--- config.mk ---
export PLATFORM = sky130hd
export DESIGN_NAME = ram_scan_reader
export DESIGN_NICKNAME = d
export VERILOG_FILES = /design/src/rtl/ram_scan_reader.sv
export SDC_FILE = /design/constraint.sdc
export NUM_CORES = 1
export LEC_CHECK = 0
export BUFFER_PORTS_ARGS = -buffer_cell sky130_fd_sc_hd__buf_4
export CAP_MARGIN = 20
export CORE_MARGIN = 2
export CORE_UTILIZATION = 30
export DETAILED_ROUTE_END_ITERATION = 8
export SLEW_MARGIN = 20
export SYNTH_ARGS = -nofsm -noshare
export SYNTH_HDL_FRONTEND = slang
export SYNTH_SLANG_ARGS = --single-unit
--- constraint.sdc ---
create_clock -name clk -period 5.9 [get_ports clk]
set_clock_uncertainty 0.15 [all_clocks]
set_input_delay 0 -clock clk [delete_from_list [all_inputs] [get_ports clk]]
set_output_delay 0 -clock clk [all_outputs]
set_load 0.02 [all_outputs]
--- src/rtl/ram_scan_reader.sv ---
// Steps a read address through a RAM once every TICK_DIV cycles and captures each word for display.
// Optional feature: define RAM_SCAN_READER_STEP_EN to add a single-step input usable while frozen.
module ram_scan_reader #(
    parameter int ADDR_W   = 5,
    parameter int DATA_W   = 3,
    parameter int TICK_DIV = 50_000_000,
    parameter int RD_LAT   = 1
) (
    input  logic              clk,
    input  logic              reset,
    input  logic              enable,
`ifdef RAM_SCAN_READER_STEP_EN
    input  logic              step,
`endif
    output logic [ADDR_W-1:0] rd_addr,
    input  logic [DATA_W-1:0] rd_data,
    output logic [ADDR_W-1:0] disp_addr,
    output logic [DATA_W-1:0] disp_data,
    output logic              disp_valid,
    output logic              wrap
);

    localparam int CNT_W = (TICK_DIV > 1) ? $clog2(TICK_DIV) : 1;
    localparam logic [CNT_W-1:0]  ISSUE_LAST = CNT_W'(RD_LAT - 1);
    localparam logic [CNT_W-1:0]  HOLD_LAST  = CNT_W'(TICK_DIV - RD_LAT - 2);
    localparam logic [ADDR_W-1:0] ADDR_MAX   = '1;

    typedef enum logic [1:0] {IDLE, ISSUE, CAPTURE, HOLD} state_t;

    state_t              state_q, state_d;
    logic [CNT_W-1:0]    cnt_q, cnt_d;
    logic [ADDR_W-1:0]   rd_addr_q, rd_addr_d;
    logic [ADDR_W-1:0]   disp_addr_q, disp_addr_d;
    logic [DATA_W-1:0]   disp_data_q, disp_data_d;
    logic                disp_valid_q, disp_valid_d;
    logic                wrap_q, wrap_d;
    logic                active;

`ifdef RAM_SCAN_READER_STEP_EN
    logic step_prev_q, step_prev_d;
    logic step_run_q, step_run_d;
    logic step_rise;

    assign step_rise = step & ~step_prev_q;
    // A single-step read must finish even though enable is low.
    assign active    = enable | step_run_q;
`else
    assign active    = enable;
`endif

    always_comb begin
        state_d      = state_q;
        cnt_d        = cnt_q;
        rd_addr_d    = rd_addr_q;
        disp_addr_d  = disp_addr_q;
        disp_data_d  = disp_data_q;
        disp_valid_d = disp_valid_q;
        wrap_d       = 1'b0;
`ifdef RAM_SCAN_READER_STEP_EN
        step_prev_d  = step;
        step_run_d   = step_run_q;
`endif
        if (!active) begin
            state_d = IDLE;
            cnt_d   = '0;
`ifdef RAM_SCAN_READER_STEP_EN
            if (step_rise) begin
                rd_addr_d  = rd_addr_q + ADDR_W'(1);
                wrap_d     = (rd_addr_q == ADDR_MAX);
                state_d    = ISSUE;
                step_run_d = 1'b1;
            end
`endif
        end else begin
            case (state_q)
                IDLE: begin
                    state_d = ISSUE;
                    cnt_d   = '0;
                end
                ISSUE: begin
                    if (cnt_q == ISSUE_LAST) begin
                        state_d = CAPTURE;
                        cnt_d   = '0;
                    end else begin
                        cnt_d = cnt_q + CNT_W'(1);
                    end
                end
                CAPTURE: begin
                    disp_data_d  = rd_data;
                    disp_addr_d  = rd_addr_q;
                    disp_valid_d = 1'b1;
                    cnt_d        = '0;
                    state_d      = HOLD;
`ifdef RAM_SCAN_READER_STEP_EN
                    if (step_run_q) begin
                        state_d    = IDLE;
                        step_run_d = 1'b0;
                    end
`endif
                end
                HOLD: begin
                    if (cnt_q == HOLD_LAST) begin
                        rd_addr_d = rd_addr_q + ADDR_W'(1);
                        wrap_d    = (rd_addr_q == ADDR_MAX);
                        state_d   = ISSUE;
                        cnt_d     = '0;
                    end else begin
                        cnt_d = cnt_q + CNT_W'(1);
                    end
                end
                default: begin
                    state_d = IDLE;
                    cnt_d   = '0;
                end
            endcase
        end
    end

    always_ff @(posedge clk or posedge reset) begin
        if (reset) begin
            state_q      <= IDLE;
            cnt_q        <= '0;
            rd_addr_q    <= '0;
            disp_addr_q  <= '0;
            disp_data_q  <= '0;
            disp_valid_q <= 1'b0;
            wrap_q       <= 1'b0;
`ifdef RAM_SCAN_READER_STEP_EN
            step_prev_q  <= 1'b0;
            step_run_q   <= 1'b0;
`endif
        end else begin
            state_q      <= state_d;
            cnt_q        <= cnt_d;
            rd_addr_q    <= rd_addr_d;
            disp_addr_q  <= disp_addr_d;
            disp_data_q  <= disp_data_d;
            disp_valid_q <= disp_valid_d;
            wrap_q       <= wrap_d;
`ifdef RAM_SCAN_READER_STEP_EN
            step_prev_q  <= step_prev_d;
            step_run_q   <= step_run_d;
`endif
        end
    end

    assign rd_addr    = rd_addr_q;
    assign disp_addr  = disp_addr_q;
    assign disp_data  = disp_data_q;
    assign disp_valid = disp_valid_q;
    assign wrap       = wrap_q;

endmodule

After elaboration in Yosys (flattened, before gate mapping)
Cells that the tools add are included.
{"block": "totals", "reg_bits": 43, "inputBits": 6, "output_inout_bits": 15, "word_cells": 33}
{"block": "classes", "add_sub_neg": 2, "n_eq_ne": 7, "n_mux": 11, "reduce_logical": 6}
{"cell": "$mux 26", "n": 3}
{"cell": "$pmux 26 s3", "n": 1}
{"cell": "$add 26x1->26 const B", "n": 1}
{"cell": "$eq 26x26->1 const B", "n": 1}
{"cell": "$logic_not 26->1", "n": 1}
{"cell": "$pmux 2 s4", "n": 1}
{"cell": "$mux 2", "n": 3}
{"cell": "$ne 3x3->1 const B", "n": 2}
{"cell": "$add 5x1->5 const B", "n": 1}
{"cell": "$eq 5x5->1 const B", "n": 1}
{"cell": "$eq 2x2->1 const B", "n": 2}
{"cell": "$reduce_and 2->1", "n": 2}
{"cell": "$mux 1", "n": 3}
{"cell": "$reduce_and 3->1", "n": 1}
{"cell": "$eq 2x1->1 const B", "n": 1}
{"cell": "$logic_not 2->1", "n": 1}
{"cell": "$reduce_or 2->1", "n": 1}

Longest topological paths before layout
{"block": "logic_depth", "depth_word": 4, "mapped_depth": 9}

Least setup slack after synthesis
Ideal clock, no wire load.
{"block": "synth_timing", "kind": "register to register", "from": "register cnt_q[0]", "to": "register cnt_q[12]", "setup_time_ps": 69, "arrival_ps": 1697, "t_required_ps": 5681, "path_slack_ps": 3984, "path_stages_with_launch": 9, "n_path_buf": 2, "synth_period_minus_slack_ps": 1916, "cell_sequence": "dfrtp_1 -> ha_1 -> and3_1 -> and4_4 -> a21bo_1 -> o22a_1 -> buf_6 -> buf_12 -> nor2_4"}
{"block": "synth_between", "elab_chain_len": 4}
{"element": "from (decl)", "line": "31", "source": "logic [CNT_W-1:0] cnt_q, cnt_d;"}
{"element": "from (signal assigned)", "line": "134", "source": "cnt_q <= cnt_d;"}
{"element": "$add 26x1->26, or another cell as far along", "line": "85, 108"}
{"element": "$mux 26, on equally long branches", "line": "102, 81"}
{"element": "$pmux 26 s3 (*)", "line": "75", "source": "case (state_q)"}
{"element": "$mux 26 (*)", "line": "63", "source": "if (!active) begin"}
{"element": "via cnt_d[12]", "line": "31"}
The timed path passes the listed nets; every way through them passes the cells marked *.
A chain may end at the register's enable or synchronous reset.

Final worst setup path
{"block": "layout_timing", "from": "register cnt_q[16]", "to": "register cnt_q[17]"}
The elaborated chain is that of the path after synthesis.

==> summary.txt <==
Timing
  • Final setup fails: 0
  • Min Tclk post-route: 2.093 ns
  • Transition time of the tightest slew-check pin: 0.6110 ns
  • Relative slew slack: 0.5900
  • RSZ-0062 raised after global routing: no
  • Ratio of final minimum period to clock period: 0.3547
  • Final Worst Setup Slack: 3.807 ns
  • Max Slew Vio Count: 0
  • Fmax: around 480 MHz
  • Number of failing hold endpoints at the final stage: 0
  • Fin Setup TNS: 0 ns

Placement
  • Port bufs: 20
  • Worst slack at placement: 3.782 ns
  • Post-DP HPWL: 2912 microns
  • Routability Congestion: 0.7970
  • Placement-stage cell area: 2535 sq um

Routing
  • 1st-pass router iterations: 4
  • Post-route DRC violation count: 0
  • Average wire per cell in the routed design: about 12 microns
  • Ratio of routed vias to standard cells: 4.656
  • Count of routing violations after the opening detailed-route iteration: 56
  • Routed wire length: 4098 microns
  • Number of vias in the routed layout: 1583
  • Final ANT Viol Nets: 0

Layout
  • Register cell area after layout: 1076 sq um
  • Net count reported at finish: between 200 and 300
  • Leading cell types in the layout, fill and taps excluded: sky130_fd_sc_hd__dfrtp_1, sky130_fd_sc_hd__nor2_1, sky130_fd_sc_hd__buf_4
  • Post-synthesis to final-layout area growth: 16.30%
  • Antenna Cells: 0
  • Most common library cell in the layout ignoring fill and taps: sky130_fd_sc_hd__dfrtp_1
  • Core utilization of the finished layout: 0.3653
  • Count of fill cells added during filler insertion: 705
  • Area of the multi-input gates: between 1000 and 1500 sq um
  • Final design instance area without fill: 2678 sq um
  • Fraction of layout cells with a size suffix above 1: 0.2324

Global route
  • Total track usage: 0.1044
  • Vias in the first global route: approximately 1600
  • GRT Residual Overflow: 0
  • First-pass GRT wire length: 7127 microns
  • Antenna violations before repair: 0
  • Largest net degree at the start of global routing: 44

Yosys
  • Compound-cell area share of the yosys netlist: 0.01576
  • Avg Cell Area, Syn: 10.86 sq um
  • Largest cells by area after synthesis: sky130_fd_sc_hd__dfrtp_1, sky130_fd_sc_hd__xor2_1, sky130_fd_sc_hd__ha_1
  • Synthesized cell area: 2302 sq um
  • Share of the synthesized netlist area taken by xor and xnor gates: 0.1027
  • Net count after synthesis: 227
  • YS warnings: 0
  • Portion of netlist area occupied by mux cells: 0.05761
  • Dominant combinational cell family by area after synthesis: simple AND/OR/NAND/NOR gates
  • Post-synthesis register bit count: 43
  • Cell type with the highest aggregate area in the netlist: sky130_fd_sc_hd__dfrtp_1
  • Proportion of netlist area held by the largest area contributor: 0.4674
  • Post-synthesis simple-gate area fraction: 0.2685
  • Number of different library cells in the post-synthesis netlist: 35
  • Post-synthesis adder-cell area fraction: 0.04891
  • Sequential element share of the synthesized area: 0.4674
  • Synth Instances: approximately 210

Power
  • Reported leakage power: 1.152 nW
  • Cell Pwr Density: around 240 nW/um^2
  • VDD IR-drop max: 0.00009183 V

CTS
  • Clock transition at the register clock pins on the worst setup and hold paths after CTS: about 0.09 ns
  • Quantity of gates resized following cts: 0
  • CTS tree: done
  • CTS Buffer Depth: 2
  • CTS HTree Levels: 2
  • Post-CTS Setup Repair Bufs: 0
  • Clock sink count: 43
  • Clock network latency to the later pin of the worst-skew pair: 0.30 ns
  • TritonCTS Buffers: 5
  • Clock tree root driver cell: sky130_fd_sc_hd__clkbuf_8

Die
  • Die ar.: 8391 sq um
  • Initial Utilization: 0.3140
  • Boundary Pins: 21
  • Placeable Area: 7331 sq um
  • Number of rows created at floorplan: 31
  • Die height: 91.60 microns
  • Die Width: 91.60 microns

Worst setup path
  • Data arrival time of the critical path: about 2.1 ns
  • CP Class: reg -> reg
  • Nature of the critical path startpoint: register
  • Highest fanout seen on the critical path: 7
  • Reg-to-reg critical path endpoint: cnt_q[17]$_DFF_PP0_
  • Worst reg2reg path depth: 5
  • CP Capture Type: register
  • Register-to-register path setup slack: 3.81 ns
  • Data required time at the worst endpoint: 5.90 ns
  • Critical R2R Launch: cnt_q[16]$_DFF_PP0_

Outcome
  • Run status: finished, final reports clean

Run
  • Max-cap violations: 0

Hold path
  • Type of the tightest min-delay check: in -> async
## flip-flops by register name, indices dropped and copies added, names as in the netlist
register and flops:
disp_data 3, disp_addr 5, disp_valid 1, cnt_q 26, rd_addr 5, wrap 1
state_q 2
## layer usage
metal  wire length, microns  GRT usage  up-vias
met1                   1913     0.1343      771
li1                       -          -      779
met4                     24    0.02525        0
met3                    161    0.02905        5
met2                   1999     0.1734       28
met5                      0          0        -
## cells by family (layout without fill, tap and decap cells)
group                      after synthesis  after routing
AOI/OAI and AO/OA                        5              5
xor gates and xnor gates                27             27
adders and majority gates                9              9
buffers and inverters                   15             44
DFF                                     43             43
muxes                                   12             12
and+or+nand+nor                        101            101
## power breakdown
group          internal (W)  switching [W]
Clock             0.0000847       0.000107
Combinational     0.0000540      0.0000676
Sequential         0.000313      0.0000144
Total              0.000452       0.000189
## through the flow
stage | power [W] | std cells | hold WS (ns)
finish | 0.0006411 | 340 | 0.2264
detailed placement | 0.0004537 | 327 | 0.02280
CTS | 0.0006494 | 340 | 0.2521
floorplan | 0.0004175 | 212 | 0.0005772
global placement | 0.0004523 | 327 | 0.02262
global route | 0.0006799 | 340 | 0.2928
## repair_timing
item,in CTS,in global routing
hold buffers,5,0
setup endpoints to repair,0,0
hold endpoints to repair,48,0
## worst max path at each step
stage / cells past startpoint / start / slack (ns) / end
2_1_floorplan: 8 / cnt_q[0]$_DFF_PP0_ / 3.98 / cnt_q[12]$_DFF_PP0_
3_3_place_gp: 5 / cnt_q[16]$_DFF_PP0_ / 3.80 / cnt_q[18]$_DFF_PP0_
3_5_place_dp: 5 / cnt_q[16]$_DFF_PP0_ / 3.78 / cnt_q[23]$_DFF_PP0_
4_1_cts: 5 / cnt_q[16]$_DFF_PP0_ / 3.77 / cnt_q[17]$_DFF_PP0_
5_1_grt: 8 / cnt_q[0]$_DFF_PP0_ / 3.62 / cnt_q[8]$_DFF_PP0_
6_report: 5 / cnt_q[16]$_DFF_PP0_ / 3.81 / cnt_q[17]$_DFF_PP0_
## final cells by class
class	instances	share of cell area
Clock inverter	3	0.008878
Sequential cell	43	0.4019
Multi-Input combinational cell	154	0.4243
Inverter	9	0.01262
Tap cell	99	0.04626
Clock buffer	5	0.02570
Timing Repair Buffer	27	0.08037
## synthesized netlist by cell type (all sizes together)
| library cell | number |
|---|---|
| buf | 5 |
| nor3 | 3 |
| nor2 | 35 |
| and4 | 4 |
| dfrtp | 43 |
| mux2 | 10 |
| a21boi | 1 |
| and3 | 5 |
| nand2b | 3 |
| and2 | 2 |
| nand2 | 14 |
| nor4 | 7 |
| clkbuf | 1 |
| nand4 | 10 |
| ha | 9 |
| xnor2 | 8 |
| nor3b | 1 |
| nand3 | 17 |
| inv | 9 |
| xor2 | 19 |
| a21bo | 1 |
| mux2i | 2 |
| o22a | 1 |
| o21ai | 2 |
## worst max-delay path: stages, from the launching register on
cell and delay (ns):
sky130_fd_sc_hd__dfrtp_1 0.46, sky130_fd_sc_hd__nor4_2 0.35, sky130_fd_sc_hd__and4_4 0.29, sky130_fd_sc_hd__a21boi_0 0.08
sky130_fd_sc_hd__o21ai_1 0.51, sky130_fd_sc_hd__nor2_1 0.12
Note: power is estimated with default switching activity, not from simulation.
